[src/rtl/report_bram_arbiter.sv]
// report_bram_arbiter: shares one single-port report BRAM between the
// computation-side record writer and the UART-side record reader.
// Writes win by default. A write burst is capped while a read waits so the
// reader cannot starve. Read data returns through a latency-matched valid
// pipeline, and a saturating write-level counter bounds UART readback.
module report_bram_arbiter #(
  parameter int ADDR_W       = 8,
  parameter int DATA_W       = 24,
  parameter int RD_LATENCY   = 1,
  parameter int MAX_WR_BURST = 4
) (
  input  logic              clk,
  input  logic              rst_n,
  input  logic              clear,
  input  logic              wr_req,
  input  logic [ADDR_W-1:0] wr_addr,
  input  logic [DATA_W-1:0] wr_data,
  output logic              wr_gnt,
  input  logic              rd_req,
  input  logic [ADDR_W-1:0] rd_addr,
  output logic              rd_gnt,
  output logic              rd_valid,
  output logic [DATA_W-1:0] rd_data,
  output logic              mem_en,
  output logic              mem_we,
  output logic [ADDR_W-1:0] mem_addr,
  output logic [DATA_W-1:0] mem_wdata,
  input  logic [DATA_W-1:0] mem_rdata,
  output logic [ADDR_W:0]   wr_count,
  output logic [1:0]        phase
);

  typedef enum logic [1:0] {
    PH_IDLE  = 2'd0,
    PH_WRITE = 2'd1,
    PH_READ  = 2'd2
  } phase_t;

  localparam logic [3:0]    LP_MAX_BURST = 4'(MAX_WR_BURST);
  localparam logic [ADDR_W:0] LP_WR_FULL = {1'b1, {ADDR_W{1'b0}}};

  logic [3:0]            r_burst_cnt;
  logic [RD_LATENCY-1:0] r_vld_sr;
  logic                  r_rd_valid;
  logic [DATA_W-1:0]     r_rd_data;
  logic [ADDR_W:0]       r_wr_count;
  phase_t                r_phase;
  phase_t                w_phase_nxt;
  logic                  w_wr_gnt;
  logic                  w_rd_gnt;
  logic                  w_vld_tail;

  // Grants are masked while reset is held so the BRAM sees no access then.
  // A waiting read only takes the port once the write burst reaches its cap.
  assign w_wr_gnt   = rst_n & wr_req & (~rd_req | (r_burst_cnt < LP_MAX_BURST));
  assign w_rd_gnt   = rst_n & rd_req & ~w_wr_gnt;
  assign w_vld_tail = r_vld_sr[RD_LATENCY-1];

  assign wr_gnt    = w_wr_gnt;
  assign rd_gnt    = w_rd_gnt;
  assign mem_en    = w_wr_gnt | w_rd_gnt;
  assign mem_we    = w_wr_gnt;
  assign mem_addr  = w_wr_gnt ? wr_addr : (w_rd_gnt ? rd_addr : '0);
  assign mem_wdata = w_wr_gnt ? wr_data : '0;

  assign rd_valid = r_rd_valid;
  assign rd_data  = r_rd_data;
  assign wr_count = r_wr_count;
  assign phase    = r_phase;

  // Count writes that overtook a waiting read; any read grant or idle reader restarts it.
  always_ff @(posedge clk or negedge rst_n) begin
    if (!rst_n) begin
      r_burst_cnt <= '0;
    end else if (clear) begin
      r_burst_cnt <= '0;
    end else if (w_rd_gnt || !rd_req) begin
      r_burst_cnt <= '0;
    end else if (w_wr_gnt) begin
      r_burst_cnt <= r_burst_cnt + 4'd1;
    end
  end

  // Track each read grant through the BRAM latency; reset drops anything in flight.
  always_ff @(posedge clk or negedge rst_n) begin
    if (!rst_n) begin
      r_vld_sr <= '0;
    end else begin
      r_vld_sr[0] <= w_rd_gnt;
      for (int i = 1; i < RD_LATENCY; i++) begin
        r_vld_sr[i] <= r_vld_sr[i-1];
      end
    end
  end

  // Capture the BRAM output when its read arrives and flag it one cycle later.
  always_ff @(posedge clk or negedge rst_n) begin
    if (!rst_n) begin
      r_rd_valid <= 1'b0;
      r_rd_data  <= '0;
    end else begin
      r_rd_valid <= w_vld_tail;
      if (w_vld_tail) begin
        r_rd_data <= mem_rdata;
      end
    end
  end

  // Saturating count of accepted writes, used by the reader as a fill level.
  always_ff @(posedge clk or negedge rst_n) begin
    if (!rst_n) begin
      r_wr_count <= '0;
    end else if (clear) begin
      r_wr_count <= '0;
    end else if (w_wr_gnt && (r_wr_count != LP_WR_FULL)) begin
      r_wr_count <= r_wr_count + 1'b1;
    end
  end

  // Decide which kind of grant this cycle reports as the next phase.
  always_comb begin
    w_phase_nxt = PH_IDLE;
    if (w_wr_gnt) begin
      w_phase_nxt = PH_WRITE;
    end else if (w_rd_gnt) begin
      w_phase_nxt = PH_READ;
    end
  end

  // Register the phase so it reports the previous cycle's grant.
  always_ff @(posedge clk or negedge rst_n) begin
    if (!rst_n) begin
      r_phase <= PH_IDLE;
    end else begin
      r_phase <= w_phase_nxt;
    end
  end

endmodule

[config.mk]
export PLATFORM = sky130hd
export DESIGN_NAME = report_bram_arbiter
export DESIGN_NICKNAME = d
export VERILOG_FILES = /design/src/rtl/report_bram_arbiter.sv
export SDC_FILE = /design/constraint.sdc
export NUM_CORES = 1
export LEC_CHECK = 0
export BUFFER_PORTS_ARGS = -buffer_cell sky130_fd_sc_hd__buf_2
export CORE_ASPECT_RATIO = 1.2
export CORE_MARGIN = 4
export CORE_UTILIZATION = 37
export CTS_BUF_LIST = sky130_fd_sc_hd__clkbuf_4 sky130_fd_sc_hd__clkbuf_8 sky130_fd_sc_hd__clkbuf_16
export DETAILED_ROUTE_END_ITERATION = 16
export PLACE_DENSITY = 0.86
export SETUP_SLACK_MARGIN = 0.1
export SLEW_MARGIN = 40
export SYNTH_ARGS = -nofsm -noshare
export SYNTH_HDL_FRONTEND = slang
export SYNTH_SLANG_ARGS = --single-unit
[constraint.sdc]
create_clock -name clk -period 1.8 [get_ports clk]
set_input_delay 0.36 -clock clk [delete_from_list [all_inputs] [get_ports clk]]
set_output_delay 0.36 -clock clk [all_outputs]
set_load 0.01 [all_outputs]
=== After elaboration in Yosys (flattened, before gate mapping) ===
Cells that the tools add are included.

* Flip-flop bits (word level): 41
* Bits of input ports: 69
* Output and inout bits: 72
* Word-level logic and storage cells: 33

* $add $sub $neg: 2
* Magnitude comparators: 1
* Equal/unequal tests: 1
* Multiplexer cells: 10
* Bitwise gates (word level): 8
* Reduce and logical (&&, ||, !) cells: 5

{| class="wikitable"
|+ Operators with widths
! kind !! count
|-
| two-way mux 24 bit || 1
|-
| two-way mux 9 bit || 2
|-
| two-way mux 8 bit || 2
|-
| two-way mux 4 bit || 3
|-
| adder 9 x 1 -> 9 bit, second input constant || 1
|-
| inequality test 9 bit, second input constant || 1
|-
| adder 4 x 1 -> 4 bit, second input constant || 1
|-
| bitwise AND 1 bit || 4
|-
| less-than comparator 4 x 3 -> 1 bit, second input constant || 1
|-
| two-way mux 2 bit || 2
|-
| nonzero test 3 bit || 1
|-
| NOT 1 bit || 2
|-
| OR 1 bit || 2
|-
| nonzero test 2 bit || 1
|-
| logical AND 1 bit || 1
|-
| logical NOT 1 bit || 1
|-
| logical OR 1 bit || 1
|}

=== Depth between registers and ports, before layout ===
Gate-level depths: netlist (run 1).

* Depth in word-level cells: 8
* Depth in mapped cells: 5
* Gate-level depth less buffers: 5

=== Worst setup path before layout (run 1) ===
Ideal clock, no wire load.

* Path type: register to register
* From: reg r_wr_count[0], in the netlist wr_count[0]
* To: reg r_wr_count[0], in the netlist wr_count[0]
* Library setup time: 0.125 ns
* Data arrival time: 1.709 ns
* Required time: 1.675 ns
* Path slack: -0.034 ns
* Cell stages (with the launch flop): 6
* Path buffers: 0
* Clock period less this slack: 1.834 ns
* Cell sequence: dfrtp_1 -> inv_1 -> ha_1 -> or4bb_1 -> o2111a_2 -> mux2_4

* Word-level cells in the longest chain between the ends: 3
* Elaborated cells between the ends (all ways): 6
* Classes of those cells: add/sub: 1; eq/ne: 1; mux: 2; reduce/logical: 2

{| class="wikitable"
|+ Ends and longest elaborated chain
! element !! line !! source
|-
| from (decl) || 46 || <nowiki>logic [ADDR_W:0] r_wr_count;</nowiki>
|-
| from (signal assigned) || 116 || <nowiki>r_wr_count <= r_wr_count + 1'b1;</nowiki>
|-
| adder 9 x 1 -> 9 bit / inequality test 9 bit (equally long branches) || 116, 115 ||
|-
| two-way mux 9 bit / logical AND 1 bit (equally long branches) || 115 || <nowiki>end else if (w_wr_gnt && (r_wr_count != LP_WR_FULL)) begin</nowiki>
|-
| two-way mux 9 bit / nonzero test 2 bit (equally long branches) || n/a ||
|}

Several ways; a longest one is shown, not always the timed one. The select of a mux whose other input is x is not followed.
A chain may end at the register's enable or synchronous reset.

=== Worst setup path in the final report (run 1) ===
* From: reg r_burst_cnt[2]
* To: out mem_wdata[23]

* Word-level cells in the longest chain between the ends: 4

{| class="wikitable"
|+ Ends and longest elaborated chain
! element !! line !! source
|-
| from (decl) || 42 || <nowiki>logic [3:0] r_burst_cnt;</nowiki>
|-
| from (signal assigned) || 80 || <nowiki>r_burst_cnt <= r_burst_cnt + 4'd1;</nowiki>
|-
| less-than comparator 4 x 3 -> 1 bit || 55 || <nowiki>assign w_wr_gnt = rst_n & wr_req & (~rd_req | (r_burst_cnt < LP_MAX_BURST));</nowiki>
|-
| OR 1 bit || 55 ||
|-
| bitwise AND 1 bit || 55 ||
|-
| two-way mux 24 bit || 64 || <nowiki>assign mem_wdata = w_wr_gnt ? wr_data : '0;</nowiki>
|-
| to (decl) || 27 || <nowiki>output logic [DATA_W-1:0] mem_wdata,</nowiki>
|}

Every way passes these cells.

==> impl_metrics.env, run 1 <==
export IMPL_clock_root_buffer="sky130_fd_sc_hd__clkbuf_8"
export IMPL_grt_util_met3=0.0295
export IMPL_pwr_share_comb=0.243
export IMPL_worst_skew_pair_late_latency_ns=0.28
export IMPL_avgSynthCellArea_um2=11.5
export IMPL_critPathMaxFanout=35
export IMPL_count_of_maximum_capacitance_violations=0
export IMPL_first_global_vias=1676
export IMPL_mostFrequentLayoutCell="sky130_fd_sc_hd__buf_2"
export IMPL_global_route_usage_met1=0.221
export IMPL_final_max_slew_viol_count=0
export IMPL_synth_yosys_seq_area_share=0.512
export IMPL_place_gp_congestion=0.793
export IMPL_path_cells="o21a_1, nor2_2, buf_12, and2_1, buf_2"
export IMPL_cp_top_family="flip-flops"
export IMPL_clockBufferDepth=2
export IMPL_final_cell_area_um2=2970
export IMPL_power_share_switching=0.278
export IMPL_synth_area_um2=2000
export IMPL_tritoncts_num_sinks=41
export IMPL_sequentialPowerShare=0.492
export IMPL_initial_utilization=0.381
export IMPL_timing_critical_path_depth=5
export IMPL_tns_ns=-1.58
export IMPL_clock_fmax_ghz=0.527
export IMPL_hold_path_class="in -> async"
export IMPL_detail_route_wl_per_cell_um=14.5
export IMPL_intPower_mw=1.58
export IMPL_grt_pass1_wl_um=7910
export IMPL_area_growth_pct=48.3
export IMPL_vias=1889
export IMPL_worst_setup_path_end_kind="output pin"
export IMPL_critPathSlowestCell="sky130_fd_sc_hd__dfrtp_1"
export IMPL_drt_pass1_iter_count=4
export IMPL_postSynthCellCount=174
export IMPL_grt_usage=0.154
export IMPL_placement_cell_area_um2=2850
export IMPL_fp_rows=29
export IMPL_max_slew_margin=0.734
export IMPL_antenna_cells=0
export IMPL_post_place_ws_ns=0.0514
export IMPL_synth_nets=246
export IMPL_power_net_switching_uw=608
export IMPL_report_power_total_mw=2.18
export IMPL_post_detail_place_hpwl_um=4640
export IMPL_ir_worst_vdd_mv=0.316
export IMPL_worst_ep_arrival_time_ns=1.54
export IMPL_failed_checks="setup timing"
export IMPL_portBuffers=140
export IMPL_utilization=0.565
export IMPL_timing_critical_path_from_type="register"
export IMPL_boundaryPins=141
export IMPL_met2_track_demand_over_resource=0.239
export IMPL_fin_cells=389
export IMPL_p_leak_nw=1.58
export IMPL_die_height_um=88.6
export IMPL_grt_overflow_total=0
export IMPL_tritoncts="built"
export IMPL_initial_antenna_violation_count=0
export IMPL_p_clk_frac=0.265
export IMPL_detail_route_antenna_nets=0
export IMPL_timing_critical_path_buf_inv=2
export IMPL_final_hold_viol_count=0
export IMPL_setup_viol=32
export IMPL_final_period_utilization=1.05
export IMPL_place_inst=379
export IMPL_worstMarginPinSlew_ns=0.396
export IMPL_htree_levels=2
export IMPL_overall_die_area_um2=6660
export IMPL_hold_slack_ns=0.0679
export IMPL_synth_top_cell_area_share=0.512
export IMPL_reg2reg_depth=5
export IMPL_outcome="finished, violations left"
export IMPL_cp_required_ns=1.44
export IMPL_fillCellCount=460
export IMPL_synthTopCellsByArea="sky130_fd_sc_hd__dfrtp_1 51%, sky130_fd_sc_hd__mux2_2 15%, sky130_fd_sc_hd__and2_1 7.5%"
export IMPL_finalWorstPathRequiredPeriod_ns=1.90
export IMPL_grt_max_degree=36
export IMPL_core_region_area_um2=5260
export IMPL_synth_distinct_cells=32
export IMPL_post_route_cells_drive_above_1_share=0.606
export IMPL_number_of_buffers_added_by_the_clock_tree_synthesis_step=5
export IMPL_cts_clk_slew_worst_paths_ns=0.08
export IMPL_drt_total_wl_um=5650
export IMPL_dieWidth_um=75.2
export IMPL_most_frequent_cells_in_the_layout="140 x sky130_fd_sc_hd__buf_2, 41 x sky130_fd_sc_hd__dfrtp_1, 26 x sky130_fd_sc_hd__mux2_2, 24 x sky130_fd_sc_hd__and2_1, 14 x sky130_fd_sc_hd__buf_4"
export IMPL_drcViolationCount=0
export IMPL_cts_hold_buffers_added=0
export IMPL_top_usage_layer="met2"
export IMPL_p_per_area_nw_per_um2=734
export IMPL_yosysTopAreaCell="sky130_fd_sc_hd__dfrtp_1"
export IMPL_first_iter_violations=96
export IMPL_unrepaired_setup_endpoints_after_global_routing="true"
export IMPL_critical_path_max_stage_delay_ns=0.41
export IMPL_ys_warnings_count=0
export IMPL_postSynthRegisterBits=41
export IMPL_finalWorstSetupSlack_ns=-0.0986
export IMPL_clock_skew_ns=0.00338
export IMPL_final_net_count=398
export IMPL_timing_setup_critical_path_class="reg -> out"
export IMPL_routed_via_density=4.86
==> Yosys cell counts <==
cell	n
sky130_fd_sc_hd__inv_1	3
sky130_fd_sc_hd__and2_1	24
sky130_fd_sc_hd__o21ai_0	2
sky130_fd_sc_hd__a22o_1	8
sky130_fd_sc_hd__mux2_2	26
sky130_fd_sc_hd__or4_1	4
sky130_fd_sc_hd__a41oi_1	1
sky130_fd_sc_hd__mux2_4	1
sky130_fd_sc_hd__buf_4	1
sky130_fd_sc_hd__o2111a_2	1
sky130_fd_sc_hd__or4bb_1	1
sky130_fd_sc_hd__o21a_1	2
sky130_fd_sc_hd__nand4_1	3
sky130_fd_sc_hd__clkbuf_1	8
sky130_fd_sc_hd__dfrtp_1	41
sky130_fd_sc_hd__or2_2	1
sky130_fd_sc_hd__or4_4	1
sky130_fd_sc_hd__o41ai_1	1
sky130_fd_sc_hd__ha_1	3
sky130_fd_sc_hd__nor4b_1	1
sky130_fd_sc_hd__nor4_1	1
sky130_fd_sc_hd__nor2_1	9
sky130_fd_sc_hd__o31a_1	1
sky130_fd_sc_hd__nand2b_1	5
sky130_fd_sc_hd__nor3b_1	1
sky130_fd_sc_hd__nand3_1	2
sky130_fd_sc_hd__mux2i_1	1
sky130_fd_sc_hd__a21oi_1	7
sky130_fd_sc_hd__o31ai_1	4
sky130_fd_sc_hd__nand2_1	4
sky130_fd_sc_hd__nor2b_1	4
sky130_fd_sc_hd__buf_2	2
==> sequential cells by signal (all words and copies together), names as in the netlist <==
register     cells
rd_valid         1
r_vld_sr         1
r_burst_cnt      4
phase            2
rd_data         24
wr_count         9
==> cell type report <==
cell class | count | area (um^2) | area share
clock buffer | 5 | 68.8 | 0.0231
clock inverter | 3 | 17.5 | 0.00589
inverter | 3 | 11.3 | 0.00379
multi-input combinational | 119 | 935 | 0.314
sequential | 41 | 1030 | 0.345
tap | 62 | 77.6 | 0.0261
timing repair buffer | 156 | 837 | 0.282
==> cell families (layout without fill, tap and decap cells) <==
kind of cell | count (synthesis) | after routing | synth area share
AOI/OAI and AO/OA | 27 | 27 | 0.0993
adders and majority gates | 3 | 3 | 0.0187
buffers and inverters | 14 | 167 | 0.0293
DFF | 41 | 41 | 0.512
muxes | 28 | 28 | 0.159
and+or+nand+nor | 61 | 61 | 0.182
==> metal layers <==
metal / wire (um) / part of all wire
met4: 44 / 0.0078
met1: 2340 / 0.41
met3: 448 / 0.079
met2: 2820 / 0.50
met5: 0 / 0
==> what timing repair did <==
action,in CTS,in global routing
pin swaps,2,1
endpoints found under the hold margin,0,0
setup buffers,1,1
resized for setup,5,1
setup endpoints to repair,35,35
==> power by group through the flow <==
| stage | logic [mW] | clock network, mW | registers (mW) |
|---|---|---|---|
| after floorplan | 0.188 | 0 | 1.15 |
| after global placement | 0.516 | 0 | 1.09 |
| after detailed placement | 0.531 | 0 | 1.10 |
| after CTS | 0.538 | 0.602 | 1.08 |
| after global routing | 0.585 | 0.647 | 1.09 |
| final | 0.530 | 0.579 | 1.07 |
==> path summary, 6_finish.rpt <==
| path | from | end | slack (ns) |
|---|---|---|---|
| hold / removal | rst_n | wr_count[8]$_DFFE_PN0P_ | 0.07 |
| min in group clk | mem_rdata[10] | rd_data[10]$_DFFE_PN0P_ | 0.30 |
| setup reg to reg | wr_count[0]$_DFFE_PN0P_ | wr_count[0]$_DFFE_PN0P_ | 0.07 |
| setup / recovery | r_burst_cnt[2]$_DFFE_PN0P_ | mem_wdata[23] | -0.1 |
| max in group asynchronous | rst_n | rd_data[4]$_DFFE_PN0P_ | 1.34 |
| hold reg to reg | rd_data[21]$_DFFE_PN0P_ | rd_data[21]$_DFFE_PN0P_ | 0.50 |
No activity file was read; power rests on OpenSTA's default activity.
==> run 2, diff against run 1 <==
- CORE_MARGIN: 4 -> unset
==> run 2 against run 1 <==
Net effect: the run still ends with setup timing left; register-to-register slack got worse by 0.03 ns; sequential power barely moved; hold slack improved by 0.014 ns; flip-flop and latch count did not move; clock skew barely moved; via count rose by 3.5%; sequential share of layout area fell by 1.3 points; cell count rose by 2.3%; largest power group unchanged; highest routed layer unchanged.
==> impl_metrics.env, run 2 (synthesis results as in run 1) <==
export IMPL_critical_path_max_stage_delay_ns=0.41
export IMPL_htree_levels=2
export IMPL_critPathMaxFanout=35
export IMPL_max_slew_margin=0.712
export IMPL_worstMarginPinSlew_ns=0.431
export IMPL_p_leak_nw=1.63
export IMPL_grt_pass1_wl_um=7730
export IMPL_worst_skew_pair_late_latency_ns=0.28
export IMPL_clock_root_buffer="sky130_fd_sc_hd__clkbuf_8"
export IMPL_first_iter_violations=112
export IMPL_count_of_maximum_capacitance_violations=0
export IMPL_worst_ep_arrival_time_ns=1.51
export IMPL_drcViolationCount=0
export IMPL_area_growth_pct=54.3
export IMPL_final_max_slew_viol_count=0
export IMPL_timing_setup_critical_path_class="reg -> out"
export IMPL_utilization=0.588
export IMPL_critPathSlowestCell="sky130_fd_sc_hd__dfrtp_1"
export IMPL_drt_pass1_iter_count=4
export IMPL_path_cells="o21a_1, nor2_2, buf_12, a22o_1, buf_2"
export IMPL_detail_route_wl_per_cell_um=13.3
export IMPL_clockBufferDepth=2
export IMPL_most_frequent_cells_in_the_layout="140 x sky130_fd_sc_hd__buf_2, 41 x sky130_fd_sc_hd__dfrtp_1, 26 x sky130_fd_sc_hd__mux2_2, 24 x sky130_fd_sc_hd__and2_1, 22 x sky130_fd_sc_hd__buf_4"
export IMPL_flip_flop_count_of_the_largest_register_all_copies_and_words_added=24
export IMPL_finalWorstSetupSlack_ns=-0.0736
export IMPL_ir_worst_vdd_mv=0.403
export IMPL_final_hold_viol_count=0
export IMPL_final_period_utilization=1.04
export IMPL_portBuffers=140
export IMPL_clock_fmax_ghz=0.534
export IMPL_grt_overflow_total=0
export IMPL_clock_skew_ns=0.00372
export IMPL_routed_via_density=4.91
export IMPL_final_net_count=407
export IMPL_die_height_um=82.6
export IMPL_cp_required_ns=1.44
export IMPL_place_gp_congestion=0.809
export IMPL_tritoncts_num_sinks=41
export IMPL_initial_antenna_violation_count=0
export IMPL_detail_route_antenna_nets=0
export IMPL_antenna_cells=0
export IMPL_first_global_vias=1658
export IMPL_worst_setup_path_end_kind="output pin"
export IMPL_grt_usage=0.171
export IMPL_post_route_cells_drive_above_1_share=0.622
export IMPL_hold_path_class="in -> async"
export IMPL_timing_critical_path_from_type="register"
export IMPL_unrepaired_setup_endpoints_after_global_routing="true"
export IMPL_p_per_area_nw_per_um2=770
export IMPL_number_of_buffers_added_by_the_clock_tree_synthesis_step=5
export IMPL_initial_utilization=0.381
export IMPL_drt_total_wl_um=5300
export IMPL_core_region_area_um2=5260
export IMPL_overall_die_area_um2=5720
export IMPL_mostFrequentLayoutCell="sky130_fd_sc_hd__buf_2"
export IMPL_tritoncts="built"
export IMPL_failed_checks="setup timing"
export IMPL_post_detail_place_hpwl_um=3910
export IMPL_outcome="finished, violations left"
export IMPL_vias=1955
export IMPL_dieWidth_um=69.2
export IMPL_cts_clk_slew_worst_paths_ns=0.08
export IMPL_finalWorstPathRequiredPeriod_ns=1.87
export IMPL_boundaryPins=141
export IMPL_setup_viol=32
export IMPL_grt_max_degree=36
export IMPL_post_place_ws_ns=0.0687
export IMPL_fp_rows=29
export IMPL_tns_ns=-1.27
==> run 2: cell types whose count changed in the layout (fill, tap and decap cells not counted), sizes merged <==
cell,delta
buf,+8
bufinv,+1
dlygate4sd3,+1
clkbuf,+1
clkinv,-2
==> run 2: layout make-up <==
| type | instances | area (um^2) |
|---|---|---|
| clock buffers | 6 | 82.6 |
| inverters | 3 | 11.3 |
| well taps | 62 | 77.6 |
| repair buffers | 165 | 907 |
| fillers | 436 | 2170 |
| multi-input cells | 119 | 951 |
| clock inverters | 2 | 37.5 |
| flip-flops and latches | 41 | 1030 |
==> run 2: path summary, 6_finish.rpt <==
| path | start | endpoint | slack [ns] | cells past startpoint |
|---|---|---|---|---|
| max reg2reg | wr_count[1]$_DFFE_PN0P_ | wr_count[0]$_DFFE_PN0P_ | 0.04 | 5 |
| min reg2reg | rd_data[11]$_DFFE_PN0P_ | rd_data[11]$_DFFE_PN0P_ | 0.51 | 1 |
| min in group clk | mem_rdata[21] | rd_data[21]$_DFFE_PN0P_ | 0.31 | 2 |
| max in group asynchronous | rst_n | r_burst_cnt[0]$_DFFE_PN0P_ | 1.17 | 2 |
| max | r_burst_cnt[2]$_DFFE_PN0P_ | mem_addr[3] | -0.07 | 5 |
| min | rst_n | wr_count[1]$_DFFE_PN0P_ | 0.08 | 2 |
==> run 2: report_power, final <==
| part | leakage [nW] | internal, mW | switching [mW] | total [mW] |
|---|---|---|---|---|
| Combinational | 1.06 | 0.297 | 0.249 | 0.546 |
| Sequential | 0.518 | 1.03 | 0.0490 | 1.08 |
| Clock | 0.0574 | 0.451 | 0.306 | 0.757 |
| Total | 1.63 | 1.78 | 0.604 | 2.38 |
==> run 2: per-stage QoR <==
step | hold slack [ns] | power, mW | cells | instance area [um^2]
5_1_grt | 0.0828 | 2.53 | 398 | 3090
2_1_floorplan | 0.0644 | 1.34 | 174 | 2010
3_5_place_dp | 0.200 | 1.61 | 379 | 2850
4_1_cts | 0.0752 | 2.41 | 398 | 3070
6_report | 0.0819 | 2.38 | 398 | 3090
3_3_place_gp | 0.199 | 1.59 | 379 | 2850
==> run 2: metal layers <==
layer / GRT usage / wire length [um] / vias up
li1: - / - / 937
met1: 0.222 / 2330 / 938
met2: 0.289 / 2640 / 78
met3: 0.0425 / 303 / 2
met4: 0.0367 / 19 / 0
met5: 0 / 0 / -
==> run 2: what timing repair did <==
item	in CTS	in global routing
hold endpoints to repair	1	0
hold buffers	1	0
endpoints found under the setup margin	35	39
pin swaps	2	2
resized for setup	5	4
setup buffers	10	0
==> run 2: critical path, delay by kind of cell (launching register included) <==
family,cells,cell delay (ns)
AND/OR/NAND/NOR,1,0.13
flip-flops,1,0.41
buffers and inverters,2,0.31
AO/OA/AOI/OAI,2,0.39
==> run 3, diff against run 2 <==
- GPL_TIMING_DRIVEN: unset -> 0
==> run 3 against run 2 <==
Net effect: the run still ends with setup timing left; first-iteration DRC count is 17% lower; count of clock-buffer cells in the layout decreased by 1; cell area increased by 6.8%; die area did not move; non-clock buffer count grew 1; sequential power is essentially flat; via count grew 1.2%; total power is 0.49% lower; critical path type unchanged; largest cell class is now non-clock buffers.
==> impl_metrics.env, run 3 (synthesis results as in run 1) <==
export IMPL_outcome="finished, violations left"
export IMPL_failed_checks="setup timing"
export IMPL_fp_rows=29
export IMPL_drt_total_wl_um=5800
export IMPL_worst_setup_path_end_kind="output pin"
export IMPL_finalWorstPathRequiredPeriod_ns=1.89
export IMPL_critPathSlowestCell="sky130_fd_sc_hd__dfrtp_1"
export IMPL_clock_skew_ns=0.00355
export IMPL_grt_usage=0.184
export IMPL_dieWidth_um=69.2
export IMPL_post_detail_place_hpwl_um=3990
export IMPL_tns_ns=-1.82
export IMPL_worst_ep_arrival_time_ns=1.53
export IMPL_htree_levels=2
export IMPL_clock_fmax_ghz=0.528
export IMPL_vias=1979
export IMPL_max_slew_margin=0.652
export IMPL_first_global_vias=1770
export IMPL_final_hold_viol_count=0
export IMPL_final_net_count=409
export IMPL_final_period_utilization=1.05
export IMPL_detail_route_wl_per_cell_um=14.5
export IMPL_grt_pass1_wl_um=8240
export IMPL_ir_worst_vdd_mv=0.376
export IMPL_initial_antenna_violation_count=0
export IMPL_worstMarginPinSlew_ns=0.522
export IMPL_path_cells="o21a_2, nor2_4, buf_12, buf_4, and2_1, buf_2"
export IMPL_overall_die_area_um2=5720
export IMPL_cp_required_ns=1.44
export IMPL_first_iter_violations=93
export IMPL_tritoncts="built"
export IMPL_count_of_maximum_capacitance_violations=0
export IMPL_mostFrequentLayoutCell="sky130_fd_sc_hd__buf_2"
export IMPL_rrSetupSlack_ns=0.09
export IMPL_hold_path_class="in -> async"
export IMPL_initial_utilization=0.381
export IMPL_flip_flop_count_of_the_largest_register_all_copies_and_words_added=24
export IMPL_p_leak_nw=1.68
export IMPL_tritoncts_num_sinks=41
export IMPL_finalWorstSetupSlack_ns=-0.0933
export IMPL_cp_top_family="flip-flops"
export IMPL_worst_skew_pair_late_latency_ns=0.28
export IMPL_antenna_cells=0
export IMPL_most_frequent_cells_in_the_layout="125 x sky130_fd_sc_hd__buf_2, 40 x sky130_fd_sc_hd__dfrtp_1, 26 x sky130_fd_sc_hd__mux2_2, 17 x sky130_fd_sc_hd__buf_6, 16 x sky130_fd_sc_hd__and2_1"
export IMPL_grt_max_degree=42
export IMPL_critPathMaxFanout=6
export IMPL_detail_route_antenna_nets=0
export IMPL_routed_via_density=4.96
export IMPL_core_region_area_um2=5260
export IMPL_boundaryPins=141
export IMPL_post_route_cells_drive_above_1_share=0.653
export IMPL_timing_setup_critical_path_class="reg -> out"
export IMPL_clock_root_buffer="sky130_fd_sc_hd__clkbuf_8"
export IMPL_report_power_total_mw=2.37
export IMPL_area_growth_pct=64.8
export IMPL_critical_path_max_stage_delay_ns=0.39
export IMPL_timing_critical_path_from_type="register"
export IMPL_unrepaired_setup_endpoints_after_global_routing="true"
export IMPL_timing_critical_path_buf_inv=3
export IMPL_die_height_um=82.6
export IMPL_final_max_slew_viol_count=0
export IMPL_clockBufferDepth=2
export IMPL_drt_pass1_iter_count=6
export IMPL_setup_viol=33
export IMPL_portBuffers=139
export IMPL_cts_clk_slew_worst_paths_ns=0.08
export IMPL_place_gp_congestion=0.854
export IMPL_drcViolationCount=0
export IMPL_grt_overflow_total=0
export IMPL_number_of_buffers_added_by_the_clock_tree_synthesis_step=5
export IMPL_post_place_ws_ns=-0.815
export IMPL_p_per_area_nw_per_um2=717
run 3: cell types whose count changed in the layout (fill, tap and decap cells not counted), moves of 3 or more:
cell	delta
sky130_fd_sc_hd__buf_6	+16
sky130_fd_sc_hd__buf_2	-15
sky130_fd_sc_hd__and2_1	-8
sky130_fd_sc_hd__and2_4	+8
sky130_fd_sc_hd__buf_4	-8
sky130_fd_sc_hd__clkbuf_1	+4
sky130_fd_sc_hd__buf_8	+3
run 3: power by group:
group	internal, mW	switching, mW
clock network	0.403	0.295
registers	1.03	0.0531
logic	0.326	0.264
run 3: metal layers:
metal	up-vias	GRT usage	routed length, um
met5	-	0	0
met3	8	0.0352	273
met2	77	0.315	3070
met1	948	0.233	2390
met4	0	0.0694	64
li1	946	-	-
run 3: final timing paths:
kind                                            start                 endpoint  cells past startpoint
min in group clk                         mem_rdata[0]   rd_data[0]$_DFFE_PN0P_                      2
setup reg to reg              wr_count[0]$_DFFE_PN0P_  wr_count[0]$_DFFE_PN0P_                      5
setup / recovery           r_burst_cnt[2]$_DFFE_PN0P_             mem_wdata[1]                      6
hold reg to reg                    r_vld_sr$_DFF_PN0_       rd_valid$_DFF_PN0_                      0
max in group asynchronous                       rst_n  wr_count[3]$_DFFE_PN0P_                      2
hold / removal                                  rst_n   rd_data[1]$_DFFE_PN0P_                      2
run 3: stage by stage:
step	util	hold WS, ns	cells	instance area (um^2)
floorplan	-	0.0644	174	2010
global placement	0.528	0.357	375	2780
detailed placement	0.529	0.359	375	2780
CTS	0.595	0.0264	396	3130
global route	0.628	0.0291	399	3300
finish	0.628	0.0231	399	3300
run 3: area by class of cell:
| class | instances | area [um^2] |
|---|---|---|
| well taps | 62 | 77.6 |
| flip-flops and latches | 41 | 1030 |
| clock inverters | 2 | 35.0 |
| plain buffers | 10 | 80.1 |
| inverters | 3 | 11.3 |
| fillers | 421 | 1960 |
| repair buffers | 156 | 970 |
| multi-input cells | 120 | 1030 |
| clock buffers | 5 | 68.8 |
run 3: what timing repair did:
item,in CTS,in global routing
cloned,3,0
pin swaps,12,9
gates resized for setup,31,33
endpoints found under the hold margin,41,0
endpoints found under the setup margin,42,37
hold buffers,1,0
setup buffers,11,3
